$ cat src/rtl/piso_pkg.sv
// Shared definitions for the piso_stream serializer: FSM state encoding
// and the divider width helper.
package piso_pkg;

  typedef enum logic [1:0] {
    IDLE     = 2'd0,
    SHIFT_LO = 2'd1,
    SHIFT_HI = 2'd2,
    GAP      = 2'd3
  } piso_state_t;

  // A divide-by-1 still needs one counter bit so the port widths stay legal.
  function automatic int div_width(input int div);
    return (div <= 1) ? 1 : $clog2(div);
  endfunction

endpackage

$ cat src/rtl/piso_stream_if.sv
// Parallel load handshake into the serializer: the front end offers a word
// with valid_in, the serializer takes it while ready_out is high.
interface piso_stream_if #(
  parameter int SIZE = 40
);
  logic [SIZE-1:0] data_in;
  logic            valid_in;
  logic            ready_out;

  modport master (output data_in, output valid_in, input  ready_out);
  modport slave  (input  data_in, input  valid_in, output ready_out);
endinterface

$ cat src/rtl/piso_bit_timer.sv
// Half-period divider for the shift clock: phase_end marks the last clk_in
// cycle of each DIV-cycle phase while enabled.
module piso_bit_timer
  import piso_pkg::*;
#(
  parameter int DIV = 4
) (
  input  logic clk_in,
  input  logic reset_n_in,
  input  logic enable,
  output logic phase_end
);

  localparam int            DW   = div_width(DIV);
  localparam logic [DW-1:0] LAST = DW'(DIV - 1);

  logic [DW-1:0] div_cnt;

  always_ff @(posedge clk_in or negedge reset_n_in) begin
    if (!reset_n_in) begin
      div_cnt <= '0;
    end else if (!enable || div_cnt == LAST) begin
      div_cnt <= '0;
    end else begin
      div_cnt <= div_cnt + 1'b1;
    end
  end

  assign phase_end = enable && (div_cnt == LAST);

endmodule

$ cat src/rtl/piso_stream.sv
// Parallel-in/serial-out serializer: one word per accepted handshake, sent
// with a generated shift clock, frame enable and end-of-word pulse.
module piso_stream
  import piso_pkg::*;
#(
  parameter int SIZE      = 40,
  parameter int DIV       = 4,
  parameter bit MSB_FIRST = 1'b1
) (
  input  logic          clk_in,
  input  logic          reset_n_in,
  piso_stream_if.slave  load,
  output logic          sclk_out,
  output logic          sdata_out,
  output logic          frame_out,
  output logic          done_out
);

  localparam int CW = $clog2(SIZE);

  piso_state_t     state, state_next;
  logic [SIZE-1:0] shift_reg, shift_next, shifted;
  logic [CW-1:0]   bit_cnt, bit_cnt_next;
  logic            sclk_next, sdata_next, frame_next, done_next;
  logic            first_bit, phase_end, timer_en;

  assign load.ready_out = (state == IDLE);
  assign timer_en       = (state != IDLE);

  piso_bit_timer #(.DIV(DIV)) u_timer (
    .clk_in     (clk_in),
    .reset_n_in (reset_n_in),
    .enable     (timer_en),
    .phase_end  (phase_end)
  );

  assign shifted   = MSB_FIRST ? {shift_reg[SIZE-2:0], 1'b0}
                               : {1'b0, shift_reg[SIZE-1:1]};
  assign first_bit = MSB_FIRST ? load.data_in[SIZE-1] : load.data_in[0];

  always_ff @(posedge clk_in or negedge reset_n_in) begin
    if (!reset_n_in) begin
      state     <= IDLE;
      shift_reg <= '0;
      bit_cnt   <= '0;
      sclk_out  <= 1'b0;
      sdata_out <= 1'b0;
      frame_out <= 1'b0;
      done_out  <= 1'b0;
    end else begin
      state     <= state_next;
      shift_reg <= shift_next;
      bit_cnt   <= bit_cnt_next;
      sclk_out  <= sclk_next;
      sdata_out <= sdata_next;
      frame_out <= frame_next;
      done_out  <= done_next;
    end
  end

  // Outputs are computed one cycle ahead so every serial pin comes from a flop.
  always_comb begin
    state_next   = state;
    shift_next   = shift_reg;
    bit_cnt_next = bit_cnt;
    sclk_next    = sclk_out;
    sdata_next   = sdata_out;
    frame_next   = frame_out;
    done_next    = 1'b0;

    case (state)
      IDLE: begin
        if (load.valid_in) begin
          state_next   = SHIFT_LO;
          shift_next   = load.data_in;
          bit_cnt_next = CW'(SIZE - 1);
          sclk_next    = 1'b0;
          sdata_next   = first_bit;
          frame_next   = 1'b1;
        end
      end
      SHIFT_LO: begin
        if (phase_end) begin
          state_next = SHIFT_HI;
          sclk_next  = 1'b1;
        end
      end
      SHIFT_HI: begin
        if (phase_end) begin
          sclk_next = 1'b0;
          if (bit_cnt != '0) begin
            state_next   = SHIFT_LO;
            bit_cnt_next = bit_cnt - 1'b1;
            shift_next   = shifted;
            sdata_next   = MSB_FIRST ? shifted[SIZE-1] : shifted[0];
          end else begin
            state_next = GAP;
            frame_next = 1'b0;
            done_next  = 1'b1;
          end
        end
      end
      GAP: begin
        if (phase_end) begin
          state_next = IDLE;
        end
      end
      default: state_next = IDLE;
    endcase
  end

endmodule

$ cat src/flat_wrapper.sv
// flat-port wrapper written by rule: the top's interface ports become plain ports
module piso_stream_flat import piso_pkg::*;
#(
  parameter int SIZE      = 40,
  parameter int DIV       = 4,
  parameter bit MSB_FIRST = 1'b1
)
  (clk_in, reset_n_in, sclk_out, sdata_out, frame_out, done_out, load_data_in, load_valid_in, load_ready_out);
  piso_stream_if #(.SIZE(SIZE)) load_i ();
  input  logic clk_in;
  input  logic reset_n_in;
  output logic sclk_out;
  output logic sdata_out;
  output logic frame_out;
  output logic done_out;
  input wire logic [$bits(load_i.data_in)-1:0] load_data_in;
  input wire logic [$bits(load_i.valid_in)-1:0] load_valid_in;
  output wire logic [$bits(load_i.ready_out)-1:0] load_ready_out;
  assign load_i.data_in = load_data_in;
  assign load_i.valid_in = load_valid_in;
  assign load_ready_out = load_i.ready_out;
  piso_stream #(.SIZE(SIZE), .DIV(DIV), .MSB_FIRST(MSB_FIRST)) u_core (.clk_in(clk_in), .reset_n_in(reset_n_in), .load(load_i), .sclk_out(sclk_out), .sdata_out(sdata_out), .frame_out(frame_out), .done_out(done_out));
endmodule
$ cat config.mk
export PLATFORM = sky130hd
export DESIGN_NAME = piso_stream_flat
export DESIGN_NICKNAME = d
export VERILOG_FILES = /design/src/rtl/piso_pkg.sv /design/src/rtl/piso_stream_if.sv /design/src/rtl/piso_bit_timer.sv /design/src/rtl/piso_stream.sv /design/src/flat_wrapper.sv
export SDC_FILE = /design/constraint.sdc
export NUM_CORES = 1
export LEC_CHECK = 0
export ABC_AREA = 0
export BUFFER_PORTS_ARGS = -buffer_cell sky130_fd_sc_hd__buf_4
export CORE_AREA = 2 2 87 89
export CTS_CLUSTER_SIZE = 30
export DETAILED_ROUTE_END_ITERATION = 10
export DIE_AREA = 0 0 89 91
export HOLD_SLACK_MARGIN = 0.05
export SLEW_MARGIN = 0
export SYNTH_ARGS = -nofsm -noshare
export SYNTH_HDL_FRONTEND = slang
export SYNTH_HIERARCHICAL = 1
export SYNTH_SLANG_ARGS = --single-unit
export TNS_END_PERCENT = 100
$ cat constraint.sdc
create_clock -name clk_in -period 2 [get_ports clk_in]
set_input_delay 0.1 -clock clk_in [delete_from_list [all_inputs] [get_ports clk_in]]
set_output_delay 0.1 -clock clk_in [all_outputs]
set_load 0.01 [all_outputs]
-- Yosys cells after proc, flatten, opt, wreduce, memory -nomap -nowiden
Cells that the tools add are included.
- register bits after elaboration: 53
- input bits: 43
- output and inout bits: 5
- logic and storage cells: 62
- $add $sub $neg: 2
- equality and inequality tests: 10
- mux-type cells: 30
- reduce and logical (&&, ||, !) cells: 12
- operator list (cell ; count):
    two-way mux 39 bit ; 3
    case mux 39 bit (2 select lines) ; 1
    two-way mux 6 bit ; 3
    AND reduction 4 bit ; 4
    two-way mux 1 bit ; 12
    two-way mux 2 bit ; 6
    case mux 6 bit (2 select lines) ; 1
    != test 2 x 1 -> 1 bit, second input constant ; 4
    case mux 2 bit (4 select lines) ; 1
    == test 2 bit, second input constant ; 3
    nonzero test 6 bit ; 1
    subtractor 6 x 1 -> 6 bit, second input constant ; 1
    != test 2 bit, second input constant ; 2
    case mux 1 bit (2 select lines) ; 2
    nonzero test 2 bit ; 2
    case mux 1 bit (3 select lines) ; 1
    nonzero test 3 bit ; 1
    adder 2 x 1 -> 2 bit, second input constant ; 1
    == test 2 x 1 -> 1 bit, second input constant ; 1
    zero test 2 bit ; 1
    logical AND 1 bit ; 1
    zero test 1 bit ; 1
    logical OR 1 bit ; 1

-- Logic depth before layout (Yosys ltp)
- depth in word-level cells: 4
- mapped depth: 9
- mapped depth without buffers: 7

-- Modules after synthesis
Netlist, hierarchy kept.
- by module, submodules not included (module ; instances ; cells an instance ; area each (um^2) ; seq. area each (um^2)):
    piso_stream ; 1 ; 201 ; 2363.5 ; 1276.2
    piso_bit_timer ; 1 ; 6 ; 91.3 ; 50.0

-- Worst setup path after synthesis
Ideal clock, no wire load.
- path type: register to register
- start point: register u_core.state[0]
- end point: register u_core.shift_reg[21]
- library setup time: 0.139 ns
- arrival time: 1.677 ns
- required time: 1.861 ns
- path slack: 0.185 ns
- stages on the path, launching flop included: 10
- path buffers: 2
- period minus slack after synthesis: 1.815 ns
- path through: dfrtp_1 > buf_2 > nor2_1 > inv_1 > and2_2 > nand2_2 > a21o_1 > a31oi_4 > buf_6 > a2bb2oi_1
- elaborated cells on any way between the ends: 10
- those cells by class: 4 x eq/ne; 1 x mux; 5 x reduce/logical
- RTL lines (item ; RTL line ; RTL):
    start, declared ; piso_stream.sv:21 ; piso_state_t state, state_next;
    start signal, assigned ; piso_stream.sv:51 ; state <= state_next;
    zero test 2 bit (*) ; - ;
    via load_ready_out ; flat_wrapper.sv:18 ; output wire logic [$bits(load_i.ready_out)-1:0] load_ready_out;
    != test 2 bit (no line) or nonzero test 2 bit (tied branches) ; - ;
    AND reduction 4 bit (no line) ; - ;
    end signal, assigned ; piso_stream.sv:52 ; shift_reg <= shift_next;
    end, declared ; piso_stream.sv:22 ; logic [SIZE-1:0] shift_reg, shift_next, shifted;
Mark *: on every way through the listed nets, which the timed path passes. The rest lies on a longest branch.
A chain may end at the register's enable or synchronous reset.

-- Worst setup path in the final report
- start point: register u_core.state[0]
- end point: register u_core.bit_cnt[0]
- word-level cells in the longest chain between the ends: 4
- elaborated cells on any way between the ends: 10
- those cells by class: 4 x eq/ne; 1 x mux; 5 x reduce/logical
- RTL lines (item ; RTL line ; RTL):
    nonzero test 2 bit ; piso_stream.sv:28 ; assign timer_en = (state != IDLE);
    via u_core.timer_en ; piso_stream.sv:25 ; logic first_bit, phase_end, timer_en;
    logical AND 1 bit ; piso_bit_timer.sv:29 ; assign phase_end = enable && (div_cnt == LAST);
    via u_core.phase_end ; piso_stream.sv:25 ;
    != test 2 x 1 -> 1 bit (no line) ; - ;
    AND reduction 4 bit (no line) ; - ;
    end signal, assigned ; piso_stream.sv:53 ; bit_cnt <= bit_cnt_next;
    end, declared ; piso_stream.sv:23 ; logic [CW-1:0] bit_cnt, bit_cnt_next;
The timed path passes the listed nets, and every way through them passes these cells.

==> flow_metrics.env <==
export IMPL_synth_fa_ha_area_share_pct=1.529
export IMPL_seq_power_share_pct=41.8
export IMPL_post_cts_setup_buffer_count=0
export IMPL_nets=305
export IMPL_stdcell_count=359
export IMPL_die_x_microns=89
export IMPL_cp_max_fo=10
export IMPL_timing_final_crit_period_ns=1.794
export IMPL_drt_pass1_iter_count=3
export IMPL_nFillCells=711
export IMPL_fin_skew_ns=0.01310
export IMPL_finalCritPeriodShare_pct=89.71
export IMPL_cts_sinks=53
export IMPL_fp_dieH_microns=91
export IMPL_ant_nets=0
export IMPL_yosys_area_share_xor_xnor_pct=0.3568
export IMPL_grt_max_degree=54
export IMPL_critical_path_class="reg -> reg"
export IMPL_num_vias=1879
export IMPL_p_sw_uw=1565
export IMPL_grt_pass1_vias=1820
export IMPL_clock_path_buffers=2
export IMPL_slew_headroom_pct=55.48
export IMPL_cp_arrival_ns=1.99
export IMPL_synth_cell_area_sq_um=2455
export IMPL_critPathLaunch="u_core/state[0]"
export IMPL_start_util_pct=34.40
export IMPL_hold_viol=0
export IMPL_yosys_area_share_simple_pct=5.963
export IMPL_setup_tns_ns=0
export IMPL_regToRegSetupSlack_ns=0.21
export IMPL_postSynthNetCount=253
export IMPL_grt_ovfl_total=0
export IMPL_vias_per_cell=5.234
export IMPL_die_area_sq_um=8099
export IMPL_swShare_pct=35.70
export IMPL_dp_hpwl_mm=3.567
export IMPL_syn_area_per_cell_sq_um=11.86
export IMPL_drt_iter0_markers=66
export IMPL_path_clk_slew_ns=0.09
export IMPL_p_leak_uw=0.001275
export IMPL_cts_buffers_inserted=5
export IMPL_ir_worst_vdd_v=0.0004604
export IMPL_antenna_found_initial=0
export IMPL_diodes=0
export IMPL_outcome="completed"
export IMPL_crit_path_start_kind="flip-flop"
export IMPL_boundaryPins=48
export IMPL_most_common_layout_cells="buf_4 (59), dfrtp_1 (53), o22ai_1 (40)"
export IMPL_r2r_start="u_core/state[0]"
export IMPL_combPwrFrac_pct=44.6
export IMPL_p_int_uw=2819
export IMPL_final_common_cell="buf_4"
export IMPL_gp_congestion=0.8135
export IMPL_coreArea_sq_um=7137
export IMPL_synth_compound_area_share_pct=32.82
export IMPL_largest_reg_flops=39
export IMPL_maxSlewViolCount=0
export IMPL_synth_top_family_by_area="compound AO/OA/AOI/OAI gates"
export IMPL_max_cap_violations=0
export IMPL_area_growth_pct=25.08
export IMPL_place_inst=348
export IMPL_power_density_nw_per_um2=1428
export IMPL_min_from="load_data_in[11]"
export IMPL_cts_root_buf="clkbuf_8"
export IMPL_routed_wl_mm=5.357
export IMPL_wl_per_cell_microns=14.92
export IMPL_cts_hold_buf=3
export IMPL_cts_tree="yes"
export IMPL_worstPathRequired_ns=2.19
export IMPL_fmax_ghz=0.5574
export IMPL_synthMuxAreaShare_pct=0
export IMPL_grt_pass1_wl_mm=8.769
export IMPL_worstMarginPinSlew_ns=0.6678
export IMPL_setup_viol=0
export IMPL_syn_instance_count=207
export IMPL_cts_resized=0
export IMPL_grt_use_total_pct=13.61
export IMPL_cts_htree_levels=2
export IMPL_synth_ff_latch_count=53
export IMPL_yosysWarnings=6
export IMPL_yosys_cell_types_count=32
export IMPL_drive_gt1_share_pct=31.92
export IMPL_clkPwrFrac_pct=13.7
export IMPL_numPortBuffers=47
export IMPL_cp_end_kind="flip-flop"
export IMPL_rsz0062_at_grt="no"
export IMPL_rows=31
export IMPL_route_detailed_drc=0
export IMPL_seq_area_frac_synth_pct=54.03
export IMPL_hold_class="in -> reg"
export IMPL_clock_latency_ns=0.31
path summary, 6_finish.rpt:
| kind | endpoint | depth (start not counted) |
|---|---|---|
| worst min register to register | u_core/u_timer/div_cnt[0] | 1 |
| worst max register to register | u_core/bit_cnt[0] | 8 |
| min in group asynchronous | u_core/done_out | 2 |
| worst min-delay path | u_core/shift_reg[11] | 3 |
| max in group asynchronous | u_core/shift_reg[31] | 2 |
| worst max-delay path | u_core/bit_cnt[0] | 8 |
kinds of logic after synthesis:
group                    count (synthesis)
adder cells (fa/ha/maj)                  3
buffers and inverters                   24
flip-flops                              53
AND/OR/NAND/NOR                         25
AO/OA/AOI/OAI                          101
XOR/XNOR                                 1
routing by layer:
layer  global-route usage (%)  vias up  routed length, microns
met4                    5.721        0                     116
li1                         -      909                       -
met3                    2.909       10                     213
met2                    19.90       29                    2466
met5                        0        -                       0
met1                    19.39      931                    2560
Yosys cell counts (all sizes together):
| library cell | count | area [sq um] |
|---|---|---|
| nor2 | 6 | 22.52 |
| ha | 3 | 37.54 |
| buf | 12 | 85.08 |
| o22a | 2 | 17.52 |
| dfrtp | 53 | 1326 |
| nand2 | 6 | 25.03 |
| clkbuf | 6 | 22.52 |
| nand3 | 2 | 10.01 |
| and2 | 1 | 7.510 |
| a21oi | 4 | 20.02 |
| nor2b | 3 | 18.77 |
| a21o | 2 | 15.01 |
| o21ai | 7 | 35.03 |
| a22oi | 1 | 7.510 |
| nor3b | 1 | 12.51 |
| a31oi | 2 | 27.53 |
| nand2b | 2 | 12.51 |
| a32o | 1 | 10.01 |
| a22o | 1 | 8.760 |
| nor3 | 2 | 21.27 |
| a2bb2oi | 40 | 406.6 |
| and3b | 1 | 8.760 |
| nand3b | 1 | 7.510 |
| o22ai | 40 | 250.2 |
| xnor2 | 1 | 8.760 |
| inv | 6 | 22.52 |
| a211oi | 1 | 7.510 |
worst max-delay path, cell delays in order (launching register included):
cell,delay (ns)
dfrtp_1,0.40
nor2_1,0.19
inv_1,0.10
and2_2,0.19
nand2_2,0.10
a21o_1,0.24
a31oi_4,0.06
buf_4,0.20
o22a_1,0.19
per-stage QoR:
| stage | cell area [sq um] | util (%) | hold slack, ns | power, uW | setup WS (ns) |
|---|---|---|---|---|---|
| floorplan | 2455 | - | -0.1956 | 3273 | 0.1845 |
| global placement | 2953 | 41.37 | 0.1859 | 3769 | 0.2923 |
| detailed placement | 2953 | 41.37 | 0.1890 | 3810 | 0.2166 |
| CTS | 3070 | 43.02 | 0.09521 | 4429 | 0.1961 |
| global route | 3070 | 43.02 | 0.09740 | 4706 | 0.09759 |
| finish | 3070 | 43.02 | 0.1056 | 4385 | 0.2058 |
cell type report:
type | count | area (sq um) | share of cell area [%]
sequential | 53 | 1326 | 43.19
multi-input combinational | 130 | 1017 | 33.13
timing repair buffer | 63 | 493.0 | 16.06
tap | 99 | 123.9 | 4.034
clock buffer | 6 | 72.57 | 2.363
inverter | 6 | 22.52 | 0.7335
clock inverter | 2 | 15.01 | 0.4890
power groups by stage:
stage / Clock (uW) / Sequential [uW] / Combinational, uW
floorplan: 0 / 1790 / 1480
global placement: 0 / 1840 / 1930
detailed placement: 0 / 1840 / 1970
CTS: 627 / 1820 / 1980
global route: 667 / 1880 / 2160
finish: 599 / 1830 / 1950
(Power assumes the default switching activity.)
